`src/rtl/wb_trace_unit_pkg.sv`:
```
// Shared constants and serialiser state encoding for the write-back trace unit.
// Optional feature macro: TRACE_TIMESTAMP_EN (adds a 32-bit timestamp to every record).
package wb_trace_unit_pkg;

    localparam logic [7:0] TRACE_HDR_BYTE = 8'hA5;
    localparam logic [7:0] TRACE_END_BYTE = 8'h5A;
    localparam logic [1:0] WORD_LAST      = 2'd3;

`ifdef TRACE_TIMESTAMP_EN
    localparam int TS_W        = 32;
    localparam int FRAME_BYTES = 10;
`else
    localparam int TS_W        = 0;
    localparam int FRAME_BYTES = 6;
`endif

    typedef enum logic [2:0] {
        ST_IDLE      = 3'd0,
        ST_HDR       = 3'd1,
        ST_REG       = 3'd2,
        ST_DATA      = 3'd3,
        ST_END_HDR   = 3'd4,
        ST_END_FLAGS = 3'd5,
        ST_DONE      = 3'd6
`ifdef TRACE_TIMESTAMP_EN
        , ST_TS      = 3'd7
`endif
    } trace_state_t;

endpackage

```
`src/rtl/trace_fifo.sv`:
```
// Synchronous FIFO holding captured write-back records; DEPTH must be a power of 2.
module trace_fifo #(
    parameter int WIDTH = 37,
    parameter int DEPTH = 16
) (
    input  logic                     clk,
    input  logic                     reset,
    input  logic                     push,
    input  logic                     pop,
    input  logic [WIDTH-1:0]         wr_data,
    output logic [WIDTH-1:0]         rd_data,
    output logic                     full,
    output logic                     empty,
    output logic [$clog2(DEPTH):0]   level
);

    localparam int AW = $clog2(DEPTH);
    localparam int LW = AW + 1;

    logic [WIDTH-1:0] mem [DEPTH];
    logic [AW-1:0]    wr_ptr;
    logic [AW-1:0]    rd_ptr;
    logic             do_push;
    logic             do_pop;

    assign full    = (level == LW'(DEPTH));
    assign empty   = (level == '0);
    // A push into a full FIFO is still accepted when a pop frees a slot in the same cycle.
    assign do_push = push && (!full || pop);
    assign do_pop  = pop && !empty;
    assign rd_data = mem[rd_ptr];

    always_ff @(posedge clk) begin
        if (do_push) begin
            mem[wr_ptr] <= wr_data;
        end
    end

    always_ff @(posedge clk or posedge reset) begin
        if (reset) begin
            wr_ptr <= '0;
            rd_ptr <= '0;
            level  <= '0;
        end else begin
            if (do_push) begin
                wr_ptr <= wr_ptr + 1'b1;
            end
            if (do_pop) begin
                rd_ptr <= rd_ptr + 1'b1;
            end
            if (do_push && !do_pop) begin
                level <= level + 1'b1;
            end else if (!do_push && do_pop) begin
                level <= level - 1'b1;
            end
        end
    end

endmodule

```
`src/rtl/wb_trace_unit.sv`:
```
// Captures committed register writes and streams them as byte frames to the debug UART.
// Optional feature macro: TRACE_TIMESTAMP_EN (timestamp appended after the data bytes).
module wb_trace_unit
    import wb_trace_unit_pkg::*;
#(
    parameter int DEPTH  = 16,
    parameter int DATA_W = 32,
    parameter int REG_W  = 5
) (
    input  logic                    clk,
    input  logic                    reset,
    input  logic                    i_wb_reg_write,
    input  logic [REG_W-1:0]        i_wb_write_register,
    input  logic [DATA_W-1:0]       i_wb_write_data,
    input  logic                    i_halt,
    output logic [7:0]              o_tx_data,
    output logic                    o_tx_valid,
    input  logic                    i_tx_ready,
    output logic [$clog2(DEPTH):0]  o_fifo_level,
    output logic                    o_overflow,
    output logic                    o_done
);

    localparam int LEVEL_W = $clog2(DEPTH) + 1;
    localparam int ENTRY_W = REG_W + DATA_W + TS_W;
    // Everything after the header byte; the frame layout assumes DATA_W is 32.
    localparam int SREG_W  = 8 * (FRAME_BYTES - 1);

    trace_state_t        state, next_state;
    logic [SREG_W-1:0]   sreg, next_sreg;
    logic [1:0]          cnt, next_cnt;
    logic [7:0]          tx_data_q, next_tx_data;
    logic                tx_valid_q, next_tx_valid;
    logic                done_q, next_done;
    logic                halt_seen;
    logic                overflow_q;

    logic                push_req;
    logic                fifo_pop;
    logic                fifo_full;
    logic                fifo_empty;
    logic [ENTRY_W-1:0]  fifo_wr;
    logic [ENTRY_W-1:0]  fifo_rd;
    logic [LEVEL_W-1:0]  fifo_level;
    logic                xfer;
    logic [7:0]          sreg_top;
    logic [SREG_W-1:0]   sreg_shifted;

    // Writes to r0 never change architectural state, so they are not traced.
    assign push_req     = i_wb_reg_write && (i_wb_write_register != '0) && !halt_seen;
    assign xfer         = tx_valid_q && i_tx_ready;
    assign sreg_top     = sreg[SREG_W-1 -: 8];
    assign sreg_shifted = sreg << 8;

`ifdef TRACE_TIMESTAMP_EN
    logic [31:0] ts_count;

    always_ff @(posedge clk or posedge reset) begin
        if (reset) begin
            ts_count <= '0;
        end else begin
            ts_count <= ts_count + 32'd1;
        end
    end

    assign fifo_wr = {i_wb_write_register, i_wb_write_data, ts_count};
`else
    assign fifo_wr = {i_wb_write_register, i_wb_write_data};
`endif

    trace_fifo #(
        .WIDTH (ENTRY_W),
        .DEPTH (DEPTH)
    ) u_fifo (
        .clk     (clk),
        .reset   (reset),
        .push    (push_req),
        .pop     (fifo_pop),
        .wr_data (fifo_wr),
        .rd_data (fifo_rd),
        .full    (fifo_full),
        .empty   (fifo_empty),
        .level   (fifo_level)
    );

    // The commit coinciding with the first i_halt is still captured because halt_seen lags a cycle.
    always_ff @(posedge clk or posedge reset) begin
        if (reset) begin
            halt_seen  <= 1'b0;
            overflow_q <= 1'b0;
        end else begin
            if (i_halt) begin
                halt_seen <= 1'b1;
            end
            if (push_req && fifo_full && !fifo_pop) begin
                overflow_q <= 1'b1;
            end
        end
    end

    always_ff @(posedge clk or posedge reset) begin
        if (reset) begin
            state      <= ST_IDLE;
            sreg       <= '0;
            cnt        <= '0;
            tx_data_q  <= '0;
            tx_valid_q <= 1'b0;
            done_q     <= 1'b0;
        end else begin
            state      <= next_state;
            sreg       <= next_sreg;
            cnt        <= next_cnt;
            tx_data_q  <= next_tx_data;
            tx_valid_q <= next_tx_valid;
            done_q     <= next_done;
        end
    end

    // State names the byte currently presented; each accepted byte loads the next one.
    always_comb begin
        next_state    = state;
        next_sreg     = sreg;
        next_cnt      = cnt;
        next_tx_data  = tx_data_q;
        next_tx_valid = tx_valid_q;
        next_done     = done_q;
        fifo_pop      = 1'b0;

        case (state)
            ST_IDLE: begin
                if (!fifo_empty) begin
                    fifo_pop      = 1'b1;
                    next_sreg     = {8'(fifo_rd[ENTRY_W-1 -: REG_W]), fifo_rd[ENTRY_W-REG_W-1:0]};
                    next_tx_data  = TRACE_HDR_BYTE;
                    next_tx_valid = 1'b1;
                    next_state    = ST_HDR;
                end else if (halt_seen) begin
                    next_tx_data  = TRACE_END_BYTE;
                    next_tx_valid = 1'b1;
                    next_state    = ST_END_HDR;
                end
            end
            ST_HDR: begin
                if (xfer) begin
                    next_tx_data = sreg_top;
                    next_sreg    = sreg_shifted;
                    next_state   = ST_REG;
                end
            end
            ST_REG: begin
                if (xfer) begin
                    next_tx_data = sreg_top;
                    next_sreg    = sreg_shifted;
                    next_cnt     = 2'd0;
                    next_state   = ST_DATA;
                end
            end
            ST_DATA: begin
                if (xfer) begin
                    if (cnt != WORD_LAST) begin
                        next_tx_data = sreg_top;
                        next_sreg    = sreg_shifted;
                        next_cnt     = cnt + 2'd1;
                    end else begin
`ifdef TRACE_TIMESTAMP_EN
                        next_tx_data  = sreg_top;
                        next_sreg     = sreg_shifted;
                        next_cnt      = 2'd0;
                        next_state    = ST_TS;
`else
                        next_tx_data  = 8'h00;
                        next_tx_valid = 1'b0;
                        next_state    = ST_IDLE;
`endif
                    end
                end
            end
`ifdef TRACE_TIMESTAMP_EN
            ST_TS: begin
                if (xfer) begin
                    if (cnt != WORD_LAST) begin
                        next_tx_data = sreg_top;
                        next_sreg    = sreg_shifted;
                        next_cnt     = cnt + 2'd1;
                    end else begin
                        next_tx_data  = 8'h00;
                        next_tx_valid = 1'b0;
                        next_state    = ST_IDLE;
                    end
                end
            end
`endif
            ST_END_HDR: begin
                if (xfer) begin
                    next_tx_data = {7'b0, overflow_q};
                    next_state   = ST_END_FLAGS;
                end
            end
            ST_END_FLAGS: begin
                if (xfer) begin
                    next_tx_data  = 8'h00;
                    next_tx_valid = 1'b0;
                    next_done     = 1'b1;
                    next_state    = ST_DONE;
                end
            end
            ST_DONE: begin
                next_tx_valid = 1'b0;
            end
            default: begin
                next_state = ST_IDLE;
            end
        endcase
    end

    assign o_tx_data    = tx_data_q;
    assign o_tx_valid   = tx_valid_q;
    assign o_fifo_level = fifo_level;
    assign o_overflow   = overflow_q;
    assign o_done       = done_q;

endmodule

```
`config.mk`:
```
export PLATFORM = sky130hd
export DESIGN_NAME = wb_trace_unit
export DESIGN_NICKNAME = d
export VERILOG_FILES = /design/src/rtl/wb_trace_unit_pkg.sv /design/src/rtl/trace_fifo.sv /design/src/rtl/wb_trace_unit.sv
export SDC_FILE = /design/constraint.sdc
export NUM_CORES = 1
export LEC_CHECK = 0
export ABC_AREA = 1
export CORE_UTILIZATION = 45
export CTS_CLUSTER_DIAMETER = 80
export DETAILED_ROUTE_END_ITERATION = 7
export GPL_TIMING_DRIVEN = 0
export PLACE_DENSITY = 0.58
export RECOVER_POWER = 25
export SLEW_MARGIN = 20
export SYNTH_ARGS = -nofsm -noshare
export SYNTH_HDL_FRONTEND = slang
export SYNTH_SLANG_ARGS = --single-unit
```
`constraint.sdc`:
```
create_clock -name clk -period 5.7 [get_ports clk]
set_input_delay 0.855 -clock clk [delete_from_list [all_inputs] [get_ports clk]]
set_output_delay 0.855 -clock clk [all_outputs]
set_load 0.1 [all_outputs]
```
; ---- Word-level counts from Yosys, hierarchy flattened
; Memories as Yosys holds them, arrays and structs flattened.
; Index checks and enable logic that the tools add are counted.
[totals]
register_bits = 70
ramBits = 592
inputBits = 42
wordCells = 105
n_memories = 1
[op_classes]
n_addsub = 5
eq_ne = 18
mux = 38
bitwise_logic = 1
n_reduce_logical = 31
[mem_list]
columns = name, words, word_bits, rd, rd_clocked_by_memory_dff, wr, line_no
row1 = u_fifo.mem, 16, 37, 1, 0, 1, trace_fifo.sv:20  ; logic [WIDTH-1:0] mem [DEPTH];
[op_table]
columns = cell, n
row1 = $mux 40, 4
row2 = $pmux 40 s3, 1
row3 = $mux 8, 7
row4 = $pmux 8 s5, 1
row5 = $mux 3, 8
row6 = $pmux 3 s7, 1
row7 = $ne 2x2->1 const B, 9
row8 = $mux 5, 2
row9 = $reduce_and 5->1, 2
row10 = $reduce_bool 5->1, 2
row11 = $eq 3x3->1 const B, 3
row12 = $logic_and 1x1->1, 9
row13 = $mux 1, 9
row14 = $add 4x1->4 const B, 2
row15 = $reduce_and 8->1, 1
row16 = $eq 3x2->1 const B, 2
row17 = $logic_not 1->1, 6
row18 = $mux 2, 3
row19 = $reduce_and 6->1, 1
row20 = $add 5x1->5 const B, 1
row21 = $eq 5x5->1 const B, 1
row22 = $logic_not 5->1, 1
row23 = $sub 5x1->5 const B, 1
row24 = $pmux 1 s4, 1
row25 = 14 further kinds, 15

; ---- Depth between registers and ports, before layout
[logic_depth]
depth_word = 9
ltp_mapped = 14
ltp_nobuf = 14

; ---- Modules after synthesis
; From an unflattened synthesis, not the netlist that was laid out.
[unflattened]
cells_unflattened = 2884
area_unflattened_um2 = 28930.2
[modules_own_cells]
columns = module, instances, cells_per_inst, area_each_um2, seq_area_each_um2
row1 = trace_fifo, 1, 2434, 25550.8, 18102.4
row2 = wb_trace_unit, 1, 450, 3379.5, 1426.4

; ---- Worst setup path before layout
; Ideal clock, no wire load.
[synth_timing]
path_kind = reg-to-reg
from = reg u_fifo.level[0]
to = mem u_fifo.mem[10][0], enable pin
setup_time_ns = 0.477
arrival_ns = 4.158
t_required_ns = 5.223
path_slack_ns = 1.064
stages_incl_launch_ff = 6
n_path_buf = 1
period_less_slack_ns = 4.636
cell_sequence = dfrtp_1 > nor2_1 > nand4_1 > nand4_4 > buf_6 > nor3_1
[synth_between]
elab_chain_cells = 7
elab_cells_between_ends = 9
[synth_rtl]
columns = item, line_no
row1 = start: declaration, trace_fifo.sv:14  ; output logic [$clog2(DEPTH):0] level
row2 = start signal: assignment, trace_fifo.sv:52  ; level <= level + 1'b1;
row3 = start signal: assignment, trace_fifo.sv:54  ; level <= level - 1'b1;
row4 = $logic_not 5->1, trace_fifo.sv:27  ; assign empty = (level == '0);
row5 = $mux 1, wb_trace_unit.sv:131  ; if (!fifo_empty) begin
row6 = $mux 1, wb_trace_unit.sv:129  ; case (state)
row7 = $logic_or 1x1->1 *, trace_fifo.sv:29  ; assign do_push = push && (!full || pop);
row8 = $logic_and 1x1->1 *, trace_fifo.sv:29
row9 = $mux 1 *, trace_fifo.sv:34  ; if (do_push) begin
row10 = $mux 1 (implied by the code) *, trace_fifo.sv:35  ; mem[wr_ptr] <= wr_data;
row11 = end: declaration, trace_fifo.sv:20
; Every way passes the cells marked *; elsewhere a longest branch is shown, timed or not.

; ---- Worst setup path in the final report
[layout_timing]
from = in i_wb_write_register[3]
to = mem u_fifo.mem[4][16], enable pin
[layout_between]
elab_chain_cells = 6
[layout_rtl]
columns = item, line_no
row1 = start: declaration, wb_trace_unit.sv:13  ; input logic [REG_W-1:0] i_wb_write_register,
row2 = $reduce_bool 5->1, wb_trace_unit.sv:50  ; assign push_req = i_wb_reg_write && (i_wb_write_register != '0) && !halt_seen;
row3 = $logic_and 1x1->1 (2 in a row), wb_trace_unit.sv:50
row4 = $logic_and 1x1->1, trace_fifo.sv:29
row5 = $mux 1, trace_fifo.sv:34
row6 = $mux 1 (implied by the code), trace_fifo.sv:35
; No other way between the ends.

==> flow_summary.yaml <==
drt:
  wl_met2_mm: 38.77
  vias: 19990
  routed.top_layer: "met4"
  drt_iter0_drc: 2124
  viasPerCell: 5.280
  antenna_left: 0
  dr_wl_met3_mm: 6.748
  routed_wl_mm: 83.20
  drc: 0
  wl_met1_mm: 34.64
  routedWlPerCell_microns: 21.98
  first_pass_iters: 8
floorplanning:
  dieArea_sq_mm: 0.06388
  start_util_pct: 45.68
  die_x_microns: 252.7
  rows: 91
  die_h_microns: 252.7
  ios: 58
  core_region_area_sq_mm: 0.06194
power:
  p_per_area_mw_per_mm2: 299.3
  irDropWorstVdd_mv: 0.2150
  power.total_w: 0.009854
  p_leak_nw: 13.42
global_route:
  grt.total_usage_pct: 26.52
  overflow: 0
  antenna_found_initial: 1
  grt_max_degree: 48
  grt_first_pass_wirelength_mm: 123.0
  grt_pass1_vias: 19424
yosys:
  ys_types: 36
  synth_top_area_share_pct: 62.84
  postSynthCellCount: 2683
  synth_seq_area_share_pct: 69.03
  netlist_area_sq_mm: 0.02829
  synth_edf_count: 592
  synth_nets: 2737
  yosys_warnings: 0
  yosys.area.top_type: "edfxtp_1"
  syn_avg_cell_area_sq_um: 10.54
  yosys-top-cells-area: "edfxtp_1 (63%), nand2_1 (12%), nand3_1 (6.6%)"
  ys_ff_latch: 662
  synth_flop_cell: "edfxtp_1"
  synth-async-reset-ratio_pct: 10.57
clocking:
  post_cts_resized: 0
  cts_sinks: 662
  htree_levels: 3
  cts.clk_slew.worst_paths_ns: 0.06
  cts_buffer_depth: 3
  post_cts_buffers: 0
  cts-buffers-inserted: 70
  cts-root-buf: "clkbuf_16"
  cts_tree: "done"
  cts_hold_buf: 0
  clk_latency_ns: 0.63
place:
  gp_congestion: 0.8590
  dp_cells: 3660
  dp_slack_ns: 1.476
  io_buffer_count: 57
  place_hpwl_mm: 57.27
setup_path:
  reg2reg_slack_ns: 2.60
  worstSetupPathType: "in2reg"
  reg2regPathDepth: 9
  r2r-start: "state[1]$_DFFE_PP0P_"
  cp.arrival_ns: 3.91
  end_kind: "flip-flop"
  required_ns: 6.00
  startpoint_type: "input pin"
  worstPathMaxFanout: 17
  reg2reg_to: "u_fifo.mem[4][16]$_DFFE_PP_"
min_path:
  hold_class: "reg2reg"
  holdPathEnd: "o_done$_DFFE_PP0P_"
  min_path_cells: 1
  hp-start: "o_done$_DFFE_PP0P_"
sta:
  rsz0062_at_grt: "false"
  finalHoldViolations: 0
  max_freq_ghz: 0.2768
  slew_headroom_pct: 8.622
  worstMarginPinSlew_ns: 1.363
  final.period_utilization_pct: 63.37
  clock_skew_ns: 0.02928
  setup_violations: 0
  setup_slack_ns: 2.088
  fin_crit_ns: 3.612
  maxSlewViolCount: 0
finish:
  drive_above_1_share_pct: 10.92
  layout_common_cells: "nand2_1 (915), edfxtp_1 (592), nand3_1 (375)"
  layout_commonest_cell: "nand2_1"
  layout.cells.non_filler: 3786
  syn2layout_area_growth_pct: 16.39
  antenna_cells: 0
  fin_nets: 2949
outcome:
  status: "finished clean"
flow_run:
  cap_violations: 0
worst max-delay path, stage by stage:
cell	delay [ns]
dlygate4sd3_1	0.90
nor3_1	0.17
nand2_1	0.17
nand4_4	0.23
buf_6	0.23
nor3_2	0.59
buf_4	0.33
buf_4	0.21
buf_4	0.21
sequential cells by signal (all words and copies together) (netlist names):
name,cells
cnt,2
halt_seen,1
o_done,1
o_overflow,1
o_tx_data,8
o_tx_valid,1
sreg,40
state,3
u_fifo.level,5
u_fifo.mem,592
u_fifo.rd_ptr,4
u_fifo.wr_ptr,4
how the worst max path moves through the flow:
stage,from,endpoint,depth (start not counted)
2_1_floorplan,u_fifo.level[0]$_DFFE_PP0P_,u_fifo.mem[10][0]$_DFFE_PP_,5
3_3_place_gp,i_wb_write_register[0],u_fifo.mem[5][15]$_DFFE_PP_,6
3_5_place_dp,i_wb_write_register[0],u_fifo.mem[4][17]$_DFFE_PP_,9
4_1_cts,i_wb_write_register[0],u_fifo.mem[4][16]$_DFFE_PP_,9
5_1_grt,i_wb_write_register[1],u_fifo.mem[4][16]$_DFFE_PP_,9
6_report,i_wb_write_register[3],u_fifo.mem[4][16]$_DFFE_PP_,9
cell usage after synthesis, types with 3 or more instances:
cell type    n
o211ai_1    22
nand2_2      3
buf_4        4
a21oi_1     14
nor2_2       4
o21ai_0     48
ha_1        11
nor2_1     141
buf_1       12
o21ai_1      9
clkbuf_1    27
buf_6       12
dfrtp_1     70
nor3_1      14
xor2_1       7
o21ai_2      8
inv_1      287
edfxtp_1   592
nand3_1    375
buf_2       82
inv_2        8
nand2_1    915
report_power, final:
| part | leakage [nW] | switching [W] | internal [W] | total, W |
|---|---|---|---|---|
| Sequential | 6.21 | 0.0000119 | 0.00529 | 0.00531 |
| Clock | 1.06 | 0.00187 | 0.00249 | 0.00436 |
| Combinational | 6.16 | 0.000142 | 0.0000475 | 0.000189 |
| Total | 13.4 | 0.00202 | 0.00783 | 0.00985 |
per-layer routing:
| metal | vias up | GRT usage, % |
|---|---|---|
| met5 | - | 0 |
| met4 | 0 | 10.70 |
| met3 | 181 | 3.811 |
| met2 | 895 | 42.44 |
| met1 | 9638 | 36.43 |
| li1 | 9276 | - |
kinds of logic after synthesis:
| logic type | synth area share, % |
|---|---|
| and+or+nand+nor | 21.45 |
| buffers and inverters | 6.519 |
| DFF | 69.03 |
| AOI/OAI and AO/OA | 2.194 |
| adders and majority gates | 0.5572 |
| xor gates and xnor gates | 0.2477 |
area by class of cell:
class                   count  area [sq um]
well taps                 837          1047
repair buffers            140          1346
inverters                 295          1109
clock buffers              97          1957
multi-input cells        1588          7004
plain buffers             138         737.0
clock inverters            29         198.9
fillers                  5426         29010
flip-flops and latches    662         19530
stage by stage:
step | hold WS, ns | util (%) | TNS (ns) | area (sq um)
floorplan | 0.4396 | - | 0 | 28290
global placement | 0.4603 | 48.29 | -1562.16 | 29910
detailed placement | 0.4610 | 49.68 | 0 | 30770
CTS | 0.4792 | 53.16 | 0 | 32930
global route | 0.4881 | 53.16 | 0 | 32930
finish | 0.4763 | 53.16 | 0 | 32930
No activity file was read; power rests on OpenSTA's default activity.
==> patch, RTL diff (config.mk and constraints unchanged) <==
`tx_data_q` no longer has a reset.
--- a/src/rtl/wb_trace_unit.sv
+++ b/src/rtl/wb_trace_unit.sv
@@ -103,17 +103,19 @@
             state      <= ST_IDLE;
             sreg       <= '0;
             cnt        <= '0;
-            tx_data_q  <= '0;
             tx_valid_q <= 1'b0;
             done_q     <= 1'b0;
         end else begin
             state      <= next_state;
             sreg       <= next_sreg;
             cnt        <= next_cnt;
-            tx_data_q  <= next_tx_data;
             tx_valid_q <= next_tx_valid;
             done_q     <= next_done;
         end
+    end
+
+    always_ff @(posedge clk) begin
+        tx_data_q <= next_tx_data;
     end
 
     // State names the byte currently presented; each accepted byte loads the next one.
Formal check against the unedited RTL: differs if reset is asserted again (counterexample within 4 cycles, from zero or initial values and one cycle with reset high); with reset held inactive, the same outputs for 4 cycles.
==> patch against the original RTL <==
  * Die area hardly changed
  * Wire length shrank 2.7%
  * First-iteration DRC count is 6.9% lower
  * Synthesized area about the same
  * The run now ends with max-capacitance violations, max-slew violations left
  * Non-clock buffer count down 4
  * Highest routed layer unchanged
  * Sequential cell count unchanged
  * Final area down 0.26%
  * Critical path type is now in2async
  * Cell count fell by 0.42%
  * Setup slack got worse by 0.42 ns
Power is not compared: it rests on default switching activity, and its combinational part moved more than twofold at a synthesized area within 25%.
==> patch: results (changes against the original RTL) <==
[status]
status = complete, but fails checks
violations = max-capacitance violations, max-slew violations

[detailed_routing]
dr.pass1.iters = 7  ; -1
wl_met2_microns = 38800  ; about the same
wl_met1_microns = 34200  ; -1.3%
vias = 19631  ; -1.8%
drt_iter0_drc = 1977  ; -6.9%

[final_layout]
seq-cell-share = 0.596  ; +0.00276
fill_cells = 5393  ; -0.61%
multi_input_area_sq_um = 6930  ; -1.1%
multi_input_area_share = 0.211  ; -0.00185
final-clk-cell-share = 0.0660  ; +0.000513
clkbuf_count = 94  ; -3.1%
multi_input_cells = 1574  ; -0.88%
seq_cell_count = 662  ; unchanged

[worst_setup_path]
critPathSlowestCell = clkbuf_1
critPathMaxStageDelay_ns = 2.26  ; +1.36 ns
critPathArrivalTime_ns = 4.04  ; +0.13 ns
critPathMaxFanout = 54  ; +37

[synthesis]
syn_avg_cell_area_sq_um = 10.6  ; +0.55%
synth_adder_area_share = 0.00558  ; about the same
ys_top_cells_by_area = edfxtp_1, nand2_1, nand3_1
synth_xor_xnor_area_share = 0.00248  ; about the same
yosysUniqueCellTypes = 34  ; -5.6%
synthCells = 2667  ; -0.60%

[global_routing]
grt_pass1_wl_microns = 119000  ; -2.8%
grt_use_met3 = 0.0372  ; -0.000927
grtUsageMet2 = 0.423  ; -0.00149
grt_max_degree = 55  ; +15%

[placed_design]
dpl-instance-area_sq_um = 30700  ; -0.24%
dp_cells = 3641  ; -0.52%

[timing]
worstMarginPinSlew_ns = 3.17  ; +1.81 ns
finalMaxSlewViolations = 55  ; +55

[run]
max_cap_violations = 1  ; +1

## patch: cell count changes after synthesis, moves of 9 or more
cell	before	now
nor2_1	141	155
a21oi_1	14	3
buf_2	82	58
nand2_1	915	881
nand3_1	375	390
buf_6	12	21
## patch: final timing paths
path	slack [ns]	to	startpoint	depth (start not counted)
min	0.47	o_done$_DFFE_PP0P_	o_done$_DFFE_PP0P_	1
max	1.67	sreg[3]$_DFFE_PP0P_	reset	3
min reg2reg	0.47	o_done$_DFFE_PP0P_	o_done$_DFFE_PP0P_	1
min in group asynchronous	0.68	o_tx_valid$_DFFE_PP0P_	reset	2
max in group clk	1.85	u_fifo.mem[12][16]$_DFFE_PP_	i_wb_write_register[3]	11
max reg2reg	2.48	u_fifo.mem[12][16]$_DFFE_PP_	state[1]$_DFFE_PP0P_	11
## patch: power by group
part | leakage, nW | total (mW) | switching [mW] | internal [mW]
Sequential | 6.15 | 5.72 | 0.151 | 5.57
Combinational | 6.30 | 6.57 | 4.77 | 1.80
Clock | 1.06 | 4.34 | 1.88 | 2.46
